===== config.mk =====
export PLATFORM = sky130hd
export DESIGN_NAME = shift_arbiter
export DESIGN_NICKNAME = d
export VERILOG_FILES = /design/src/rtl/shift_pkg.sv /design/src/rtl/shift_arbiter_rr_arbiter.sv /design/src/rtl/shifter.sv /design/src/rtl/shift_arbiter.sv
export SDC_FILE = /design/constraint.sdc
export NUM_CORES = 1
export LEC_CHECK = 0
export ABC_CLOCK_PERIOD_IN_PS = 3800
export BUFFER_PORTS_ARGS = -buffer_cell sky130_fd_sc_hd__clkbuf_2
export CAP_MARGIN = 10
export CORE_ASPECT_RATIO = 1.1
export CORE_MARGIN = 1
export CORE_UTILIZATION = 30
export DETAILED_ROUTE_END_ITERATION = 6
export PLACE_DENSITY_LB_ADDON = 0.05
export SYNTH_ARGS = -nofsm -noshare
export SYNTH_HDL_FRONTEND = slang
export SYNTH_SLANG_ARGS = --single-unit

===== constraint.sdc =====
create_clock -name clk -period 3.8 [get_ports clk]
set_input_delay 0.19 -clock clk [delete_from_list [all_inputs] [get_ports clk]]
set_output_delay 0.19 -clock clk [all_outputs]
set_load 0.01 [all_outputs]

===== src/rtl/shift_pkg.sv =====
// Shared definitions for the shift datapath: operand width, shift-amount
// width and the 2-bit mode encoding used by requesters and the shifter.
package shift_pkg;

  localparam int XLEN    = 64;
  localparam int SHAMT_W = 6;

  localparam logic [1:0] SH_SLL  = 2'b00;
  localparam logic [1:0] SH_SRL  = 2'b01;
  localparam logic [1:0] SH_SRA  = 2'b10;
  localparam logic [1:0] SH_PASS = 2'b11;

endpackage


===== src/rtl/shift_arbiter_rr_arbiter.sv =====
// Round-robin arbiter: scans req starting at the internal pointer and grants
// the first requester found. The pointer moves past the winner only when the
// caller reports that the grant was actually used (advance).
// Ports:
//   clk, rst_n - clock, async active-low reset (pointer resets to 0)
//   req        - per-requester request
//   advance    - grant consumed this cycle
//   gnt        - one-hot grant (zero when no request)
//   gnt_idx    - index of the granted requester
module rr_arbiter #(
  parameter int N  = 2,
  parameter int PW = 1
) (
  input  logic          clk,
  input  logic          rst_n,
  input  logic [N-1:0]  req,
  input  logic          advance,
  output logic [N-1:0]  gnt,
  output logic [PW-1:0] gnt_idx
);

  logic [PW-1:0] ptr_q, ptr_d;
  logic          found;
  int            idx;

  always_comb begin
    gnt     = '0;
    gnt_idx = '0;
    found   = 1'b0;
    idx     = 0;
    for (int k = 0; k < N; k++) begin
      idx = int'(ptr_q) + k;
      if (idx >= N) idx = idx - N;
      if (!found && req[idx]) begin
        found        = 1'b1;
        gnt[idx]     = 1'b1;
        gnt_idx      = PW'(idx);
      end
    end
  end

  always_comb begin
    ptr_d = ptr_q;
    if (advance) begin
      ptr_d = (gnt_idx == PW'(N - 1)) ? '0 : gnt_idx + PW'(1);
    end
  end

  always_ff @(posedge clk or negedge rst_n) begin
    if (!rst_n) ptr_q <= '0;
    else        ptr_q <= ptr_d;
  end

endmodule


===== src/rtl/shifter.sv =====
// Purely combinational 64-bit shifter shared by all requesters.
// Ports:
//   din   - operand
//   shamt - unsigned shift amount 0..63
//   mode  - SH_SLL / SH_SRL / SH_SRA / SH_PASS (pass ignores shamt)
//   dout  - result
module shifter
  import shift_pkg::*;
(
  input  logic [XLEN-1:0]    din,
  input  logic [SHAMT_W-1:0] shamt,
  input  logic [1:0]         mode,
  output logic [XLEN-1:0]    dout
);

  always_comb begin
    dout = din;
    case (mode)
      SH_SLL:  dout = din << shamt;
      SH_SRL:  dout = din >> shamt;
      SH_SRA:  dout = XLEN'($signed(din) >>> shamt);
      default: dout = din;
    endcase
  end

endmodule


===== src/rtl/shift_arbiter.sv =====
// Shares one combinational shifter between NREQ requesters using round-robin
// arbitration, with a single registered response slot tagged by requester id.
// Ports:
//   clk, rst_n - clock, async active-low reset
//   req_valid  - per-requester valid
//   req_ready  - per-requester accept (one-hot or zero, zero during reset)
//   req_din    - operands, requester i at [64*i +: 64]
//   req_shamt  - shift amounts, requester i at [6*i +: 6]
//   req_mode   - modes, requester i at [2*i +: 2]
//   rsp_valid  - response slot full
//   rsp_ready  - downstream accepts response
//   rsp_data   - shifted result
//   rsp_id     - requester that produced rsp_data
module shift_arbiter
  import shift_pkg::*;
#(
  parameter int NREQ = 2,
  parameter int IDW  = 1
) (
  input  logic                    clk,
  input  logic                    rst_n,
  input  logic [NREQ-1:0]         req_valid,
  output logic [NREQ-1:0]         req_ready,
  input  logic [NREQ*XLEN-1:0]    req_din,
  input  logic [NREQ*SHAMT_W-1:0] req_shamt,
  input  logic [NREQ*2-1:0]       req_mode,
  output logic                    rsp_valid,
  input  logic                    rsp_ready,
  output logic [XLEN-1:0]         rsp_data,
  output logic [IDW-1:0]          rsp_id
);

  logic [NREQ-1:0]    gnt;
  logic [IDW-1:0]     gnt_idx;
  logic               can_accept;
  logic               fire;
  logic [XLEN-1:0]    sh_din, sh_dout;
  logic [SHAMT_W-1:0] sh_shamt;
  logic [1:0]         sh_mode;

  logic               rsp_valid_q, rsp_valid_d;
  logic [XLEN-1:0]    rsp_data_q, rsp_data_d;
  logic [IDW-1:0]     rsp_id_q, rsp_id_d;

  // A full slot being drained this cycle may take a new result.
  assign can_accept = !rsp_valid_q || rsp_ready;
  // rst_n gates ready so nothing is accepted while reset is held.
  assign req_ready  = (can_accept && rst_n) ? gnt : '0;
  assign fire       = |req_ready;

  rr_arbiter #(.N(NREQ), .PW(IDW)) u_rr (
    .clk     (clk),
    .rst_n   (rst_n),
    .req     (req_valid),
    .advance (fire),
    .gnt     (gnt),
    .gnt_idx (gnt_idx)
  );

  always_comb begin
    sh_din   = '0;
    sh_shamt = '0;
    sh_mode  = SH_PASS;
    for (int i = 0; i < NREQ; i++) begin
      if (gnt[i]) begin
        sh_din   = req_din[XLEN*i +: XLEN];
        sh_shamt = req_shamt[SHAMT_W*i +: SHAMT_W];
        sh_mode  = req_mode[2*i +: 2];
      end
    end
  end

  shifter u_shifter (
    .din   (sh_din),
    .shamt (sh_shamt),
    .mode  (sh_mode),
    .dout  (sh_dout)
  );

  always_comb begin
    rsp_valid_d = rsp_valid_q;
    rsp_data_d  = rsp_data_q;
    rsp_id_d    = rsp_id_q;
    if (fire) begin
      rsp_valid_d = 1'b1;
      rsp_data_d  = sh_dout;
      rsp_id_d    = gnt_idx;
    end else if (rsp_ready) begin
      rsp_valid_d = 1'b0;
    end
  end

  always_ff @(posedge clk or negedge rst_n) begin
    if (!rst_n) begin
      rsp_valid_q <= 1'b0;
      rsp_data_q  <= '0;
      rsp_id_q    <= '0;
    end else begin
      rsp_valid_q <= rsp_valid_d;
      rsp_data_q  <= rsp_data_d;
      rsp_id_q    <= rsp_id_d;
    end
  end

  assign rsp_valid = rsp_valid_q;
  assign rsp_data  = rsp_data_q;
  assign rsp_id    = rsp_id_q;

endmodule


-- Word level (Yosys, flattened, before mapping)
Index checks and enable logic that the tools add are counted.
- flip-flop bits (word level): 67
- bits of input ports: 149
- word-level logic and storage cells: 58
- equality and inequality tests: 2
- $lt $le $gt $ge: 6
- bitwise gates (word level): 1
- mux-type cells: 28
- add/sub/neg operators: 4
- reduce and logical (&&, ||, !) cells: 10
- shifts and indexed selects: 3
- operators with widths (kind ; count):
    $pmux W64 S3 ; 1
    $mux W64 ; 2
    $ge A32 B1 Y1 const B ; 2
    $lt A32 B3 Y1 const B ; 2
    $mux W32 ; 2
    $shl A64 B6 Y64 ; 1
    $shr A64 B6 Y64 ; 1
    $sshr A64 B6 Y64 ; 1
    $ge A32 B3 Y1 const B ; 1
    $sub A32 B3 Y32 const B ; 1
    $mux W1 ; 14
    $mux W6 ; 2
    $mux W2 ; 5
    $logic_and A1 B1 Y1 ; 4
    $sub A1 B2 Y3 const B ; 1
    $add A1 B1 Y2 const B ; 1
    $demux W1 S1 ; 2
    $eq A2 B1 Y1 const B ; 1
    $eq A2 B2 Y1 const B ; 1
    $ge A1 B2 Y1 const B ; 1
    $logic_not A1 Y1 ; 2
    $logic_not A2 Y1 ; 1
    $or A2 B2 Y2 ; 1
    $reduce_bool A2 Y1 ; 1
    other kinds (3) ; 3

-- Logic depth before layout (Yosys ltp)
Gate-level depths: netlist (run 1).
- depth in word-level cells: 13
- gate-level depth with buffers: 14

-- Cells and area by module
A second synthesis (run 1) with hierarchy kept.
- cells, all modules: 1465
- area, all modules: 13141.4 µm²
- by module, submodules not included (module ; sequential area each (µm²) ; cells each ; instances ; area an instance (µm²)):
    shifter ; 0.0 ; 1216 ; 1 ; 9849.4
    shift_arbiter ; 1651.6 ; 242 ; 1 ; 3208.1
    rr_arbiter ; 25.0 ; 7 ; 1 ; 83.8

-- Least setup slack after synthesis (run 1)
OpenSTA, ideal clock, no wires.
- path type: reg2reg
- from: reg u_rr.ptr_q
- to: reg rsp_data_q[29], in the netlist rsp_data[29]
- stages on the path, launching flop included: 12
- clock period less this slack: 2717 ps
- slack: 1083 ps
- data arrival time: 2595 ps
- path through: dfrtp_1 -> a21boi_4 -> a32o_2 -> buf_6 -> buf_12 -> mux2i_1 -> mux2i_1 -> mux4_2 -> or2_1 -> o21ai_0 -> o21ai_1 -> o22a_1
- longest elaborated chain between the ends: 13
- elaborated cells between the ends (all ways): 44
- ends and longest elaborated chain (what ; line ; text):
    start: declaration ; shift_arbiter_rr_arbiter.sv:22 ; logic [PW-1:0] ptr_q, ptr_d;
    start signal: assignment ; shift_arbiter_rr_arbiter.sv:51 ; else ptr_q <= ptr_d;
    $add A1 B1 Y2 (tied with other cells) ; shift_arbiter_rr_arbiter.sv:32 ; idx = int'(ptr_q) + k;
    $sub A32 B3 Y32 (tied with other cells) ; shift_arbiter_rr_arbiter.sv:33 ; if (idx >= N) idx = idx - N;
    $mux W32 (tied with other cells) ; shift_arbiter_rr_arbiter.sv:33 ;
    $ge A32 B1 Y1 (not written as such) (tied with other cells) ; shift_arbiter_rr_arbiter.sv:36 ; gnt[idx] = 1'b1;
    $logic_and A1 B1 Y1 (not written as such) (tied with other cells) ; shift_arbiter_rr_arbiter.sv:36 ;
    $mux W1 (not written as such) (tied with other cells) ; shift_arbiter_rr_arbiter.sv:36 ;
    $demux W1 S1 (tied with other cells) ; n/a ;
    $or A2 B2 Y2 (no line) / $logic_and A1 B1 Y1 (equally long branches) ; n/a ;
    $mux W2 (*) ; shift_arbiter_rr_arbiter.sv:34 ; if (!found && req[idx]) begin
    $mux W64 (tied with other cells) (2 in a row) ; shift_arbiter.sv:65 ; if (gnt[i]) begin
    $sshr A64 B6 Y64 (tied with other cells) ; shifter.sv:21 ; SH_SRA: dout = XLEN'($signed(din) >>> shamt);
    $pmux W64 S3 ; shifter.sv:18 ; case (mode)
    end signal: assignment ; shift_arbiter.sv:100 ; rsp_data_q <= rsp_data_d;
    end: declaration ; shift_arbiter.sv:42 ; logic [XLEN-1:0] rsp_data_q, rsp_data_d;
Mark *: on every way between the ends. The rest lies on a longest branch, timed or not. The select of a mux whose other input is x is not followed.
A chain may end at the register's enable or synchronous reset.

-- Worst setup path in the final report (run 1)
- from: reg u_rr.ptr_q
- to: reg rsp_data_q[46], in the netlist rsp_data[46]
The elaborated chain is that of the path after synthesis.

==> results.md, run 1 <==
* Synth area leaders: mux2i_1 (22%), dfrtp_1 (13%), o21ai_0 (6.6%)
* Top-area cell type share of the netlist area at 21.7%
* Crit path DAT at between 4 and 5 ns
* Unique masters post-synth at 88
* Core Region at ~43000 um2
* Vias per std cell at 7.08
* RR Endpoint: rsp_data[46]
* Share of flip-flops with an asynchronous set or reset at 100%
* Synth Instances at between 1500 and 2000
* RSZ-0062 raised after global routing: false
* Max Fclk at 263 MHz
* Outcome: finished, final reports clean
* Die extent in y at 222 um
* Share of cells above drive strength 1 at 31.1%
* CTS Sinks at 67
* Least-Margin Pin Slew at between 0.8 and 0.9 ns
* FF-to-FF path depth at 10
* Total number of vias at 19300
* Metal3 WL at around 13000 um
* I/O Buffers at 216
* Num CTS Buffers at 9
* Global-route usage over all layers at 47.3%
* Hold endpoint: rsp_valid
* CTS tree: built
* Layout Skew at 0.0107 ns
* Worst hold path depth at 3
* Req. time, crit path at between 4 and 5 ns
* Worst-Skew Late Latency at 0.38 ns
* Rows at 80
* Register area share after synthesis at between 10% and 20%
* Final hold viol count at 0
* Met2 wire length at 45300 um
* Top sig layer: met5
* Period utilization at 99.9%
* Mapped Avg Cell Area at between 7 and 8 um2
* DRC viols at 0
* FF+latch count, synth at 67
* Reg2reg start: u_rr.ptr_q
* Post-synth EDFFs at 0
* Final setup fails at 0
* Post-DRT Antenna Nets at 0
* Largest net degree at the start of global routing at 61
* Synth warn at 0
* Ys flop type: dfrtp_1
* Met1 WL at between 40000 and 50000 um
* Finished Core Util at around two fifths
* First drt pass iteration count at 6
* Max-cap violation count at 0
* Dpl hpwl at 87000 um
* CP Launch Type: register
* Clk slew on worst S/H paths at approximately 0.07 ns
* Die width at around 200 um
* Clk root buf: clkbuf_16
* Post-synth top area cell: mux2i_1
* Post-Route WL at roughly 110000 um
* I/O pin total at 217
* Nets at 2294
* Initial Util at a little under a third
* Vias in the first global route at 17900
* Power Density at 531 nW/um2
* First-pass GRT wire length at 148000 um
* Max-slew violations at 0
* Post-layout min period at 3.80 ns
* H-Tree Depth at 3
* Slew HR at 42.6%
* Critical path peak fanout at 19
* Layout area overhead at 31.2%
* Crit Path Class: register to register
* GRT Residual Overflow at 0
* Critical Path End Type: register
* Synth Net Count at between 1500 and 2000
* Wire per inst at 40.2 um
* Synth Cell Area at roughly 13000 um2
* GP Congestion at around 1.1
* Leak pwr at 7.56 nW
* Initial DRC count at 3346
* Worst Hold Class: input pin to register
* Critical hold path startpoint: rsp_ready
* Initial antenna violation count at 8
* Max rail drop VDD at 0.000177 V
* DIE AREA at 44900 um2
* Reg-to-reg slack, setup at between 0.002 and 0.0025 ns
* Clk buf depth at 2
* Hold slack at between 0.1 and 0.15 ns
cells in the mapped netlist, types with 6 or more instances:
library cell	instances
mux2i_1	287
o21ai_0	174
nor2_1	172
nand2_1	115
o22ai_1	114
a21oi_1	109
dfrtp_1	67
buf_2	66
a32o_1	64
clkbuf_1	64
nor3_1	48
o211ai_1	39
a31oi_1	32
buf_4	24
nand3_1	22
or3_1	22
mux2_2	21
buf_6	20
a211oi_1	19
a22oi_1	19
o221ai_1	18
a221oi_1	14
o32ai_1	13
o21ai_1	12
o31ai_1	12
and3_1	11
a221o_1	8
a21o_1	7
a311oi_1	7
o2111ai_1	7
o21a_1	7
and2_1	6
o22a_1	6
report_power, final:
part           leakage, nW  internal (W)  switching, W
logic                 6.59       0.00239       0.00461
registers            0.808      0.000925      0.000222
clock network        0.162      0.000640      0.000414
total                 7.56       0.00396       0.00525
critical path: stages (launching register included):
cell and delay (ns):
dfrtp_1 0.46, nand2b_4 0.27, buf_4 0.25, a32o_1 0.44, mux2i_2 0.46, o22ai_1 0.20, o21ai_0 0.47, o21ai_1 0.27
buf_4 0.21, a211oi_1 0.47, a21oi_1 0.14
how the worst max path moves through the flow:
stage          depth (start not counted)  slack, ns        from      endpoint
5_1_grt                               12      0.002  u_rr.ptr_q  rsp_data[10]
3_3_place_gp                          13      -0.06  u_rr.ptr_q  rsp_data[34]
2_1_floorplan                         11       1.08  u_rr.ptr_q  rsp_data[29]
6_report                              10      0.002  u_rr.ptr_q  rsp_data[46]
3_5_place_dp                          11      -0.08  u_rr.ptr_q   rsp_data[1]
4_1_cts                               12       0.02  u_rr.ptr_q  rsp_data[34]
area by class of cell:
class,count,area (um2)
fillers,4640,26100
multi-input cells,1504,10600
repair buffers,560,4010
flip-flops and latches,67,1680
well taps,574,718
clock buffers,9,225
clock inverters,6,115
inverters,3,11.3
diodes,4,10.0
layer usage:
metal | vias up | global-route usage, %
met5 | - | 0
li1 | 7745 | -
met4 | 6 | 32.6
met2 | 1645 | 68.7
met3 | 392 | 11.4
met1 | 9507 | 61.3
logic make-up (layout without fill, tap and decap cells):
logic type	count (synthesis)	after routing	share of synthesized area, %
AO/OA/AOI/OAI	766	766	40.7
XOR/XNOR	1	1	0.0663
buffers and inverters	186	578	8.34
flip-flops	67	67	12.7
multiplexers	313	313	24.1
other	0	4	0
AND/OR/NAND/NOR	424	424	14.1
flip-flops by register name, summed over array words and instances (netlist names):
name and flops:
rsp_valid 1, u_rr.ptr_q 1, rsp_id 1, rsp_data 64
repair_timing:
item                                    4_1_cts  5_1_grt
pin swaps                                     0        1
endpoints found under the hold margin        26        0
endpoints found under the setup margin        3       13
buffers inserted                              0       10
resized for setup                             3       18
hold buffers                                  1        0
cell usage in the layout, fill, tap and decap left out, drive strengths merged, types with 23 or more instances in the layout:
master,n
buf,345
o21ai,187
o211ai,41
nand3,23
a32o,69
clkbuf,223
o22ai,115
a31oi,32
mux2i,290
nor2,174
nor3,49
dfrtp,67
a21oi,109
nand2,120
per-stage QoR:
step / worst slack (ns) / cells / total power, W / cell area [um2] / setup TNS (ns)
2_1_floorplan: 1.08 / 1757 / 0.00425 / 13200 / 0
3_3_place_gp: -0.0609 / 2697 / 0.00778 / 16800 / -0.118
3_5_place_dp: -0.0776 / 2697 / 0.00770 / 16800 / -0.0878
4_1_cts: 0.0210 / 2713 / 0.00880 / 17200 / 0
5_1_grt: 0.00175 / 2723 / 0.00928 / 17300 / 0
6_report: 0.00243 / 2727 / 0.00921 / 17300 / 0
Note: power is estimated with default switching activity, not from simulation.
==> inputs of run 2 (changes only) <==
- CORE_MARGIN: 1 -> default
- RECOVER_POWER: default -> 25
==> run 2 against run 1 <==
The run now ends with setup timing left. Sequential power about the same. Clock power about the same. Via count decreased by 0.13%. First-iteration DRC count decreased by 1.4%. Critical path depth unchanged. Final area decreased by 0.19%. Global-route usage unchanged. Die area unchanged. Critical path type unchanged. Critical endpoint unchanged. Largest power group unchanged.
==> results.md, run 2 (synthesis gave the netlist of run 1 again) <==
* Critical path peak fanout at 19
* GP Congestion at about 1.1
* Req. time, crit path at 4.04 ns
* Most frequent cells in the layout: buf_4 (317), mux2i_1 (284), clkbuf_2 (190)
* Largest net degree at the start of global routing at roughly 60
* Initial antenna violation count at 8
* H-Tree Depth at 3
* Worst Hold Class: input pin to register
* Vias per std cell at 7.07
* Fin area at 17300 um2
* CTS Sinks at 67
* Die width at 202 um
* CP Launch Type: register
* Core Region at 43400 um2
* Outcome: complete, but fails checks
* Dpl cells at 2697
* Max FFs per register at 64
* Die extent in y at 222 um
* Clk buf depth at 2
* Finished Layout Cells at 2726
* Num CTS Buffers at 9
* Initial Util at 30.4%
* GRT Residual Overflow at 0
* Final worst slack at -0.103 ns
* Clk slew on worst S/H paths at 0.07 ns
* Crit path DAT at 4.14 ns
* Layout area overhead at 31.0%
* DRC viols at 0
* Total number of vias at 19300
* Reg-to-reg slack, setup at -0.10 ns
* I/O pin total at about 220
* Crit Path Class: register to register
* Least-Margin Pin Slew at 0.877 ns
* RSZ-0062 raised after global routing: false
* Period utilization at 103%
* Placed Area at roughly 17000 um2
* Layout Skew at 0.00933 ns
* Critical Path End Type: register
* Final setup fails at 2
* I/O Buffers at around 220
* Global-route usage over all layers at 47.3%
* Post-DRT Antenna Nets at 0
* Nets at 2294
* Rows at 80
* Worst-Skew Late Latency at 0.37 ns
* Max rail drop VDD at 0.000176 V
* Vias in the first global route at about 18000
* Final hold viol count at 0
* Power Density at 530 nW/um2
* Wire per inst at 40.2 um
* Dpl hpwl at 87000 um
* Leak pwr at 7.49 nW
* Share of cells above drive strength 1 at 30.0%
* Max-slew violations at 0
* Initial DRC count at roughly 3300
* Max-cap violation count at 0
* Post-Route WL at around 110000 um
* First drt pass iteration count at 6
* Failing checks: setup timing
* Setup_tns at -0.178 ns
* Post-layout min period at 3.90 ns
* Clk root buf: clkbuf_16
* Power after layout at 0.00917 W
* CTS tree: built
* Slew HR at 40.9%
* Max Fclk at 256 MHz
* DIE AREA at 44900 um2
* First-pass GRT wire length at 148000 um
* Most common cell after layout, fill and taps aside: buf_4
run 2: cell type report:
cell class / instances / area [um2]
Clock inverter: 6 / 115
Multi-Input combinational cell: 1504 / 10600
Tap cell: 574 / 718
Timing Repair Buffer: 560 / 3980
Inverter: 3 / 11.3
Antenna cell: 3 / 7.51
Clock buffer: 9 / 225
Fill cell: 4650 / 26100
Sequential cell: 67 / 1680
run 2: final timing paths:
kind                         startpoint           end  cells past startpoint
max                          u_rr.ptr_q  rsp_data[46]                     10
min                           rsp_ready     rsp_valid                      3
max reg2reg                  u_rr.ptr_q  rsp_data[46]                     10
min reg2reg                rsp_data[19]  rsp_data[19]                      2
max in group asynchronous         rst_n  rsp_data[36]                      3
min in group asynchronous         rst_n     rsp_valid                      2
run 2: repair_timing:
action                                  in CTS  in global routing
resized for setup                            3                 18
pin swaps                                    0                  1
endpoints found under the setup margin       3                 13
hold buffers                                 1                  0
endpoints found under the hold margin       26                  0
setup buffers                                0                 10
run 2: through the flow:
stage | hold slack, ns | utilization (%) | worst slack (ns)
detailed placement | 0.186 | 38.8 | -0.0776
floorplan | -0.106 | - | 1.08
CTS | 0.0973 | 39.6 | 0.0210
global route | 0.140 | 39.8 | 0.00175
finish | 0.108 | 39.9 | -0.103
global placement | 0.193 | 38.8 | -0.0609
run 2: layer usage:
metal / GRT usage, % / wire (um) / vias up
li1: - / - / 7756
met1: 61.3 / 42700 / 9449
met2: 68.7 / 45100 / 1658
met3: 11.4 / 12600 / 399
met4: 32.6 / 9250 / 8
met5: 0 / 47 / -
run 2: power breakdown:
group          internal, W  switching (W)
sequential        0.000925       0.000222
clock             0.000641       0.000411
combinational      0.00237        0.00460
run 2: critical path, cell delays in order, from the launching register on:
cell and delay, ns:
dfrtp_1 0.45, nand2b_4 0.27, buf_4 0.25, a32o_1 0.44
mux2i_2 0.47, o22ai_1 0.20, o21ai_0 0.55, o21ai_1 0.29
buf_4 0.22, a211oi_1 0.47, a21oi_1 0.13
